===== config.mk =====
export PLATFORM = sky130hd
export DESIGN_NAME = frame_capture
export DESIGN_NICKNAME = d
export VERILOG_FILES = /design/src/rtl/frame_capture.sv
export SDC_FILE = /design/constraint.sdc
export NUM_CORES = 2
export LEC_CHECK = 0
export CAP_MARGIN = 15
export CORE_UTILIZATION = 60
export DETAILED_ROUTE_END_ITERATION = 8
export PLACE_DENSITY = 0.77
export SLEW_MARGIN = 25
export SYNTH_ARGS = -nofsm -noshare
export SYNTH_HDL_FRONTEND = slang
export SYNTH_SLANG_ARGS = --single-unit
export TNS_END_PERCENT = 5

===== constraint.sdc =====
create_clock -name ti_clk -period 12.8 [get_ports ti_clk]
set_input_delay 2.56 -clock ti_clk [delete_from_list [all_inputs] [get_ports ti_clk]]
set_output_delay 2.56 -clock ti_clk [all_outputs]
set_load 0.02 [all_outputs]

===== src/rtl/frame_capture.sv =====
// Receive end of the CLIO frame interface. Captures bytes strobed by CCLK
// while FRAME is high, packs them into 16-bit words (first byte in the upper
// half) and buffers them in a FIFO that the host drains on ti_clk.
module frame_capture #(
  parameter int FIFO_AW = 6,
  parameter bit SYNC_IN = 1'b1
) (
  input  logic              ti_clk,
  input  logic              rst,
  input  logic              arm,
  input  logic [31:0]       reg_length,
  input  logic [31:0]       reg_delay,
  input  logic              FRAME,
  input  logic              CCLK,
  input  logic [7:0]        din,
  input  logic              rd_en,
  output logic [15:0]       dout,
  output logic              rd_valid,
  output logic              empty,
  output logic              full,
  output logic [FIFO_AW:0]  word_count,
  output logic [31:0]       frame_count,
  output logic              capture_done,
  output logic [2:0]        capture_state,
  output logic              err_short,
  output logic              err_long,
  output logic              err_overflow
);

  typedef enum logic [2:0] {
    IDLE       = 3'd0,
    WAIT_FRAME = 3'd1,
    IN_FRAME   = 3'd2,
    DONE       = 3'd3
  } state_t;

  localparam int                DEPTH      = 1 << FIFO_AW;
  localparam logic [FIFO_AW:0]  FULL_COUNT = {1'b1, {FIFO_AW{1'b0}}};

  // ---------------------------------------------------------------------
  // Input stage and edge detection
  // ---------------------------------------------------------------------
  logic       f_q, c_q;
  logic [7:0] d_q;
  logic       f_prev, c_prev;
  logic       strobe, frame_rise, frame_fall;

  generate
    if (SYNC_IN) begin : g_sync
      // Register the link inputs once before edge detection.
      always_ff @(posedge ti_clk or posedge rst) begin
        if (rst) begin
          f_q <= 1'b0;
          c_q <= 1'b0;
          d_q <= '0;
        end else begin
          // NOTE: non-blocking assignments for all sequential state so every
          // register samples the pre-edge value of its neighbours.
          f_q <= FRAME;
          c_q <= CCLK;
          d_q <= din;
        end
      end
    end else begin : g_raw
      assign f_q = FRAME;
      assign c_q = CCLK;
      assign d_q = din;
    end
  endgenerate

  // Previous-cycle copies of FRAME and CCLK for edge detection.
  always_ff @(posedge ti_clk or posedge rst) begin
    if (rst) begin
      f_prev <= 1'b0;
      c_prev <= 1'b0;
    end else begin
      f_prev <= f_q;
      c_prev <= c_q;
    end
  end

  assign strobe     = c_q & ~c_prev;
  assign frame_rise = f_q & ~f_prev;
  assign frame_fall = ~f_q & f_prev;

  // ---------------------------------------------------------------------
  // Capture FSM and byte packing
  // ---------------------------------------------------------------------
  state_t      state, state_next;
  logic [31:0] len, del;
  logic [31:0] byte_cnt, cnt_base, cnt_next;
  logic [7:0]  hi, hi_next;
  logic        pending, pend_base, pend_next;
  logic        wr_req, wr_en, rd_acc;
  logic [15:0] wr_word;
  logic        set_short, set_long, frame_end;

  // State register.
  always_ff @(posedge ti_clk or posedge rst) begin
    if (rst) state <= IDLE;
    else     state <= state_next;
  end

  // Next state, byte acceptance, word assembly and frame-end bookkeeping.
  always_comb begin
    // NOTE: every output of this block gets a default first so no path can
    // leave a signal unassigned and infer a latch.
    state_next = state;
    cnt_next   = byte_cnt;
    hi_next    = hi;
    pend_next  = pending;
    cnt_base   = byte_cnt;
    pend_base  = pending;
    wr_req     = 1'b0;
    wr_word    = '0;
    set_short  = 1'b0;
    set_long   = 1'b0;
    frame_end  = 1'b0;

    // A frame that opens this cycle starts from a clean byte counter.
    if (state == WAIT_FRAME) begin
      cnt_base  = '0;
      pend_base = 1'b0;
    end

    if (arm) begin
      state_next = WAIT_FRAME;
    end else if (state == IN_FRAME || (state == WAIT_FRAME && frame_rise)) begin
      state_next = IN_FRAME;
      cnt_next   = cnt_base;
      pend_next  = pend_base;

      // A coincident strobe is handled before the frame edge.
      if (strobe) begin
        if (cnt_base < len) begin
          if (pend_base) begin
            wr_req    = 1'b1;
            wr_word   = {hi, d_q};
            pend_next = 1'b0;
          end else begin
            hi_next   = d_q;
            pend_next = 1'b1;
          end
        end else begin
          set_long = 1'b1;
        end
        if (cnt_base != '1) cnt_next = cnt_base + 32'd1;
      end

      if (state == IN_FRAME && frame_fall) begin
        frame_end = 1'b1;
        if (cnt_next < len) set_short = 1'b1;
        // An odd byte count leaves a half word; flush it zero-padded.
        if (pend_next) begin
          wr_req    = 1'b1;
          wr_word   = {hi_next, 8'h00};
          pend_next = 1'b0;
        end
        state_next = (frame_count + 32'd1 == del) ? DONE : WAIT_FRAME;
      end
    end
  end

  // Capture datapath: config latch, counters, half-word holder, error flags.
  always_ff @(posedge ti_clk or posedge rst) begin
    if (rst) begin
      len          <= '0;
      del          <= '0;
      byte_cnt     <= '0;
      hi           <= '0;
      pending      <= 1'b0;
      frame_count  <= '0;
      err_short    <= 1'b0;
      err_long     <= 1'b0;
      err_overflow <= 1'b0;
    end else if (arm) begin
      len          <= reg_length;
      del          <= (reg_delay == 32'd0) ? 32'd1 : reg_delay;
      byte_cnt     <= '0;
      hi           <= '0;
      pending      <= 1'b0;
      frame_count  <= '0;
      err_short    <= 1'b0;
      err_long     <= 1'b0;
      err_overflow <= 1'b0;
    end else begin
      byte_cnt <= cnt_next;
      hi       <= hi_next;
      pending  <= pend_next;
      if (frame_end)      frame_count  <= frame_count + 32'd1;
      if (set_short)      err_short    <= 1'b1;
      if (set_long)       err_long     <= 1'b1;
      if (wr_req && full) err_overflow <= 1'b1;
    end
  end

  assign capture_state = state;
  assign capture_done  = (state == DONE);

  // ---------------------------------------------------------------------
  // Word FIFO
  // ---------------------------------------------------------------------
  logic [15:0]      mem [DEPTH];
  logic [FIFO_AW:0] wr_ptr, rd_ptr;

  assign word_count = wr_ptr - rd_ptr;
  assign empty      = (word_count == '0);
  assign full       = (word_count == FULL_COUNT);
  assign wr_en      = wr_req & ~full;
  assign rd_acc     = rd_en & ~empty;

  // Storage array write port.
  always_ff @(posedge ti_clk) begin
    // NOTE: the storage array has no reset; the pointers alone define which
    // entries are valid, so clearing the array would buy nothing.
    if (wr_en) mem[wr_ptr[FIFO_AW-1:0]] <= wr_word;
  end

  // Pointers and registered read port.
  always_ff @(posedge ti_clk or posedge rst) begin
    if (rst) begin
      wr_ptr   <= '0;
      rd_ptr   <= '0;
      dout     <= '0;
      rd_valid <= 1'b0;
    end else begin
      rd_valid <= rd_acc;
      if (wr_en) wr_ptr <= wr_ptr + 1'b1;
      if (rd_acc) begin
        rd_ptr <= rd_ptr + 1'b1;
        dout   <= mem[rd_ptr[FIFO_AW-1:0]];
      end
    end
  end

endmodule


==> implementation parameters <==
Parameter                              Value

Timing
  Final setup viols ... 0
  Final Hold Violating Endpoints ... 0
  Setup repair after global routing missed its margin ... no
  Final setup margin ... 5.60 ns
  Pin slew with the least headroom to its limit ... 1.08 ns
  Max Freq ... 139 MHz
  Setup total negative slack ... 0 ns
  Part of the cycle the worst path needs ... 56.3%
  Worst relative slew slack ... 27.9%
  Period minus WS final ... 7.20 ns
  Clock skew ... 0.0333 ns
  Final max-slew violation count ... 0

Floorplan
  Die Outline Area ... 86200 sq um
  Core box area ... 84000 sq um
  Starting utilization of the core area ... 60.8%
  Floorplan row count ... 106
  Die extent in y ... 294 microns
  IO Pins ... 143
  Die Width ... 294 microns

Setup path
  Nature of the critical path startpoint ... flip-flop
  Critical path's slowest cell ... sky130_fd_sc_hd__or4b_1
  Req. time, crit path ... 10.24 ns
  Category of the worst setup path capture point ... output pin
  Delay contributed by the slowest stage of the critical path ... 0.90 ns
  Ordered list of cells on the worst path ... ha_1 -> fa_1 -> nor2b_1 -> o21ai_0 -> a21oi_1 -> nor2_1 -> or4b_1 -> nor2_1 -> clkdlybuf4s50_1
  WS Path Type ... flip-flop to output pin
  Crit path top cell by count ... sky130_fd_sc_hd__nor2_1
  Largest fanout of any net on the critical path ... 39
  Critical path arrival ... 4.64 ns

Logic synthesis
  Area of the mapped netlist ... 51000 sq um
  Total nets after synthesis ... 3023
  Cell variety after synth ... 91
  Share of synthesized registers carrying an async set or reset ... 15.3%
  Multiplexer share of the synthesized area ... 15.4%
  XOR/XNOR Fraction of Synth Area ... 1.84%
  Most used flip-flop cell after synthesis ... sky130_fd_sc_hd__edfxtp_1
  Area contributors post-synth ... sky130_fd_sc_hd__edfxtp_1 60%, sky130_fd_sc_hd__mux4_2 14%, sky130_fd_sc_hd__dfrtp_1 9.1%
  Basic-gate share of the synthesized area counting and, or, nand and nor cells ... 6.17%
  Share of synthesized cell area in full adder, half adder and majority cells ... 1.83%
  Number of warnings printed during yosys synthesis ... 0
  Fraction of the mapped netlist area in compound gates ... 3.39%
  Dominant combinational cell family by area after synthesis ... multiplexers
  Cell type with the highest aggregate area in the netlist ... sky130_fd_sc_hd__edfxtp_1
  Fraction of synthesized cell area taken by the top area cell type ... 60.3%
  Post-synth EDFFs ... 1024
  Syn avg cell area ... 17.8 sq um
  Cell count after synthesis ... 2871
  Sequential cell area fraction in the yosys report ... 69.3%
  Flip-flop and latch count after synthesis ... 1209

Status
  Result of the run ... completed

Place
  Global placer's final weighted congestion ... 0.906
  Instance area after placement ... 54300 sq um
  Placement-stage worst setup slack ... 6.36 ns
  Post-detailed-placement half-perimeter wirelength ... 71400 microns
  I/O Buffers ... 141

Finish
  Finished Cell Area ... 58000 sq um
  Post-layout utilization of the core ... 69.1%
  Final net count ... 3229
  Synth-to-layout area growth ... 13.8%
  Layout cells sized above 1 ... 23.0%
  Filler instances ... 5042

Routing
  Via/cell ratio ... 6.60
  Met3 WL post-DR ... 11500 microns
  Final routed DRC violation total ... 0
  Number of iterations in the first detailed-routing pass ... 8
  Wire length after detailed routing ... 122000 microns
  Number of DRC markers after the initial detailed-route iteration ... 3200
  Top layer reached by signal wires ... met5
  Routed WL per cell ... 28.4 microns
  Routed vias ... 28500
  Met1 wire length ... 46800 microns
  Met2 routed WL ... 59300 microns
  Detail Route Antenna Nets ... 0

CTS
  Post-CTS Setup Repair Bufs ... 0
  Hold buffer count at CTS ... 0
  Num Clock Sinks ... 1209
  Clock transition at path regs ... 0.06 ns
  Worst-Skew Late Latency ... 0.71 ns
  Buffer cell driving the clock tree root ... sky130_fd_sc_hd__clkbuf_16
  Number of levels the H-tree was split into ... 3
  PostCTS Resize Cnt ... 0
  Number of buffers between clock root and the deepest sink ... 3
  CTS Buf Count ... 115
  TritonCTS clock tree ... done

Power and ir drop
  Power Dens Cells ... 176 nW/um^2
  Highest ir drop seen on vdd ... 0.000229 V
  Power Total ... 10.2 mW
  Leakage power ... 20.4 nW

Global routing
  Via count of the first global-routing pass ... 29000
  Maximum number of pins on one net before global-route repair ... 150
  First-pass GRT wire length ... 184000 microns
  Initial antenna violation count ... 1
  GRT Total Usage ... 29.1%
  Remaining global-route overflow ... 0

Min path
  Min-Delay Path Class ... flip-flop to flip-flop

Flow run
  Number of max-capacitance violations reported ... 0
[worst paths after layout]
path                                              start                  endpoint  slack [ns]  depth (start not counted)
min in group asynchronous                           rst        del[8]$_DFFE_PP0P_        2.40                          2
hold reg to reg                           c_q$_DFF_PP0_          c_prev$_DFF_PP0_        0.45                          0
max in group asynchronous                           rst  byte_cnt[30]$_DFFE_PP0P_        9.07                          3
setup reg to reg           capture_state[1]$_DFFE_PP0P_      mem[63][6]$_DFFE_PP_        6.73                         15
setup / recovery                  rd_ptr[0]$_DFFE_PP0P_                      full        5.60                          9
hold / removal                            c_q$_DFF_PP0_          c_prev$_DFF_PP0_        0.45                          0
[registers in the layout, indices dropped and copies added (netlist names), 8 cells and up]
signal and cells:
del 32, d_q 8, byte_cnt 32, mem 1024, len 32, frame_count 32
hi 8, dout 16
[power by group]
part	switching (mW)	internal (mW)	total, mW
combinational	1.27	1.11	2.39
sequential	0.148	4.29	4.43
clock	1.46	1.91	3.37
[cell type report]
cell class                 instances  area [sq um]  share of cell area [%]
tap                             1134          1420                    2.44
timing repair buffer             240          2190                    3.77
clock inverter                    65           613                    1.06
multi-input combinational       1423         15000                    25.8
antenna                            1          2.50                 0.00431
sequential                      1209         35400                    61.0
inverter                          88           340                   0.586
clock buffer                     151          3150                    5.42
[through the flow]
stage	std cells	hold WS, ns
floorplan	2871	0.368
global placement	4094	0.444
detailed placement	4094	0.436
CTS	4310	0.447
global route	4310	0.454
finish	4311	0.454
[Yosys cell counts (6+ instances only)]
library cell / n
sky130_fd_sc_hd__nor2_1: 143
sky130_fd_sc_hd__mux4_2: 320
sky130_fd_sc_hd__nor2b_1: 7
sky130_fd_sc_hd__a21oi_1: 41
sky130_fd_sc_hd__buf_1: 11
sky130_fd_sc_hd__buf_4: 6
sky130_fd_sc_hd__nand4_1: 32
sky130_fd_sc_hd__o2111ai_1: 14
sky130_fd_sc_hd__a211oi_1: 13
sky130_fd_sc_hd__or3_1: 14
sky130_fd_sc_hd__or4_1: 11
sky130_fd_sc_hd__and2_1: 23
sky130_fd_sc_hd__nand2b_1: 11
sky130_fd_sc_hd__mux2_2: 48
sky130_fd_sc_hd__inv_1: 86
sky130_fd_sc_hd__nor3_1: 39
sky130_fd_sc_hd__mux2i_1: 11
sky130_fd_sc_hd__nand2_1: 157
sky130_fd_sc_hd__edfxtp_1: 1024
sky130_fd_sc_hd__xnor2_1: 66
sky130_fd_sc_hd__a22oi_1: 41
sky130_fd_sc_hd__o21ai_0: 69
sky130_fd_sc_hd__nand3_1: 46
sky130_fd_sc_hd__ha_1: 73
sky130_fd_sc_hd__o211ai_1: 10
sky130_fd_sc_hd__xor2_1: 41
sky130_fd_sc_hd__a21o_1: 13
sky130_fd_sc_hd__nor4_1: 53
sky130_fd_sc_hd__dfrtp_1: 185
sky130_fd_sc_hd__and3_1: 18
sky130_fd_sc_hd__buf_2: 32
sky130_fd_sc_hd__a31oi_1: 16
sky130_fd_sc_hd__clkbuf_1: 91
[layer usage]
layer  up-vias  track usage (%)
li1      11900                -
met1     14700             40.9
met2      1624             46.3
met3       260             4.54
met4         2             11.7
met5         -                0
[kinds of logic after synthesis]
family,count (synthesis)
AOI/OAI and AO/OA,258
adders and majority gates,74
and+or+nand+nor,604
xor gates and xnor gates,107
muxes,379
buffers and inverters,239
other,1
DFF,1209
[layout by cell type, fill, tap and decap left out, types with 48 or more instances in the layout]
master / netlist / layout
sky130_fd_sc_hd__edfxtp_1: 1024 / 1024
sky130_fd_sc_hd__mux4_2: 320 / 320
sky130_fd_sc_hd__dfrtp_1: 185 / 182
sky130_fd_sc_hd__nand2_1: 157 / 157
sky130_fd_sc_hd__nor2_1: 143 / 141
sky130_fd_sc_hd__clkdlybuf4s50_1: 0 / 140
sky130_fd_sc_hd__clkbuf_16: 0 / 117
sky130_fd_sc_hd__buf_4: 6 / 95
sky130_fd_sc_hd__inv_1: 86 / 85
sky130_fd_sc_hd__ha_1: 73 / 73
sky130_fd_sc_hd__xnor2_1: 66 / 66
sky130_fd_sc_hd__o21ai_0: 69 / 61
sky130_fd_sc_hd__mux2_2: 48 / 48
[critical path: cells and delay by family, from the launching register on]
family          cells  cell delay, ns
simple gates        4            1.40
buf+inv             1            0.64
flops               1            0.77
fa+ha+maj           2            0.76
compound gates      2            0.38
(Power assumes the default switching activity.)
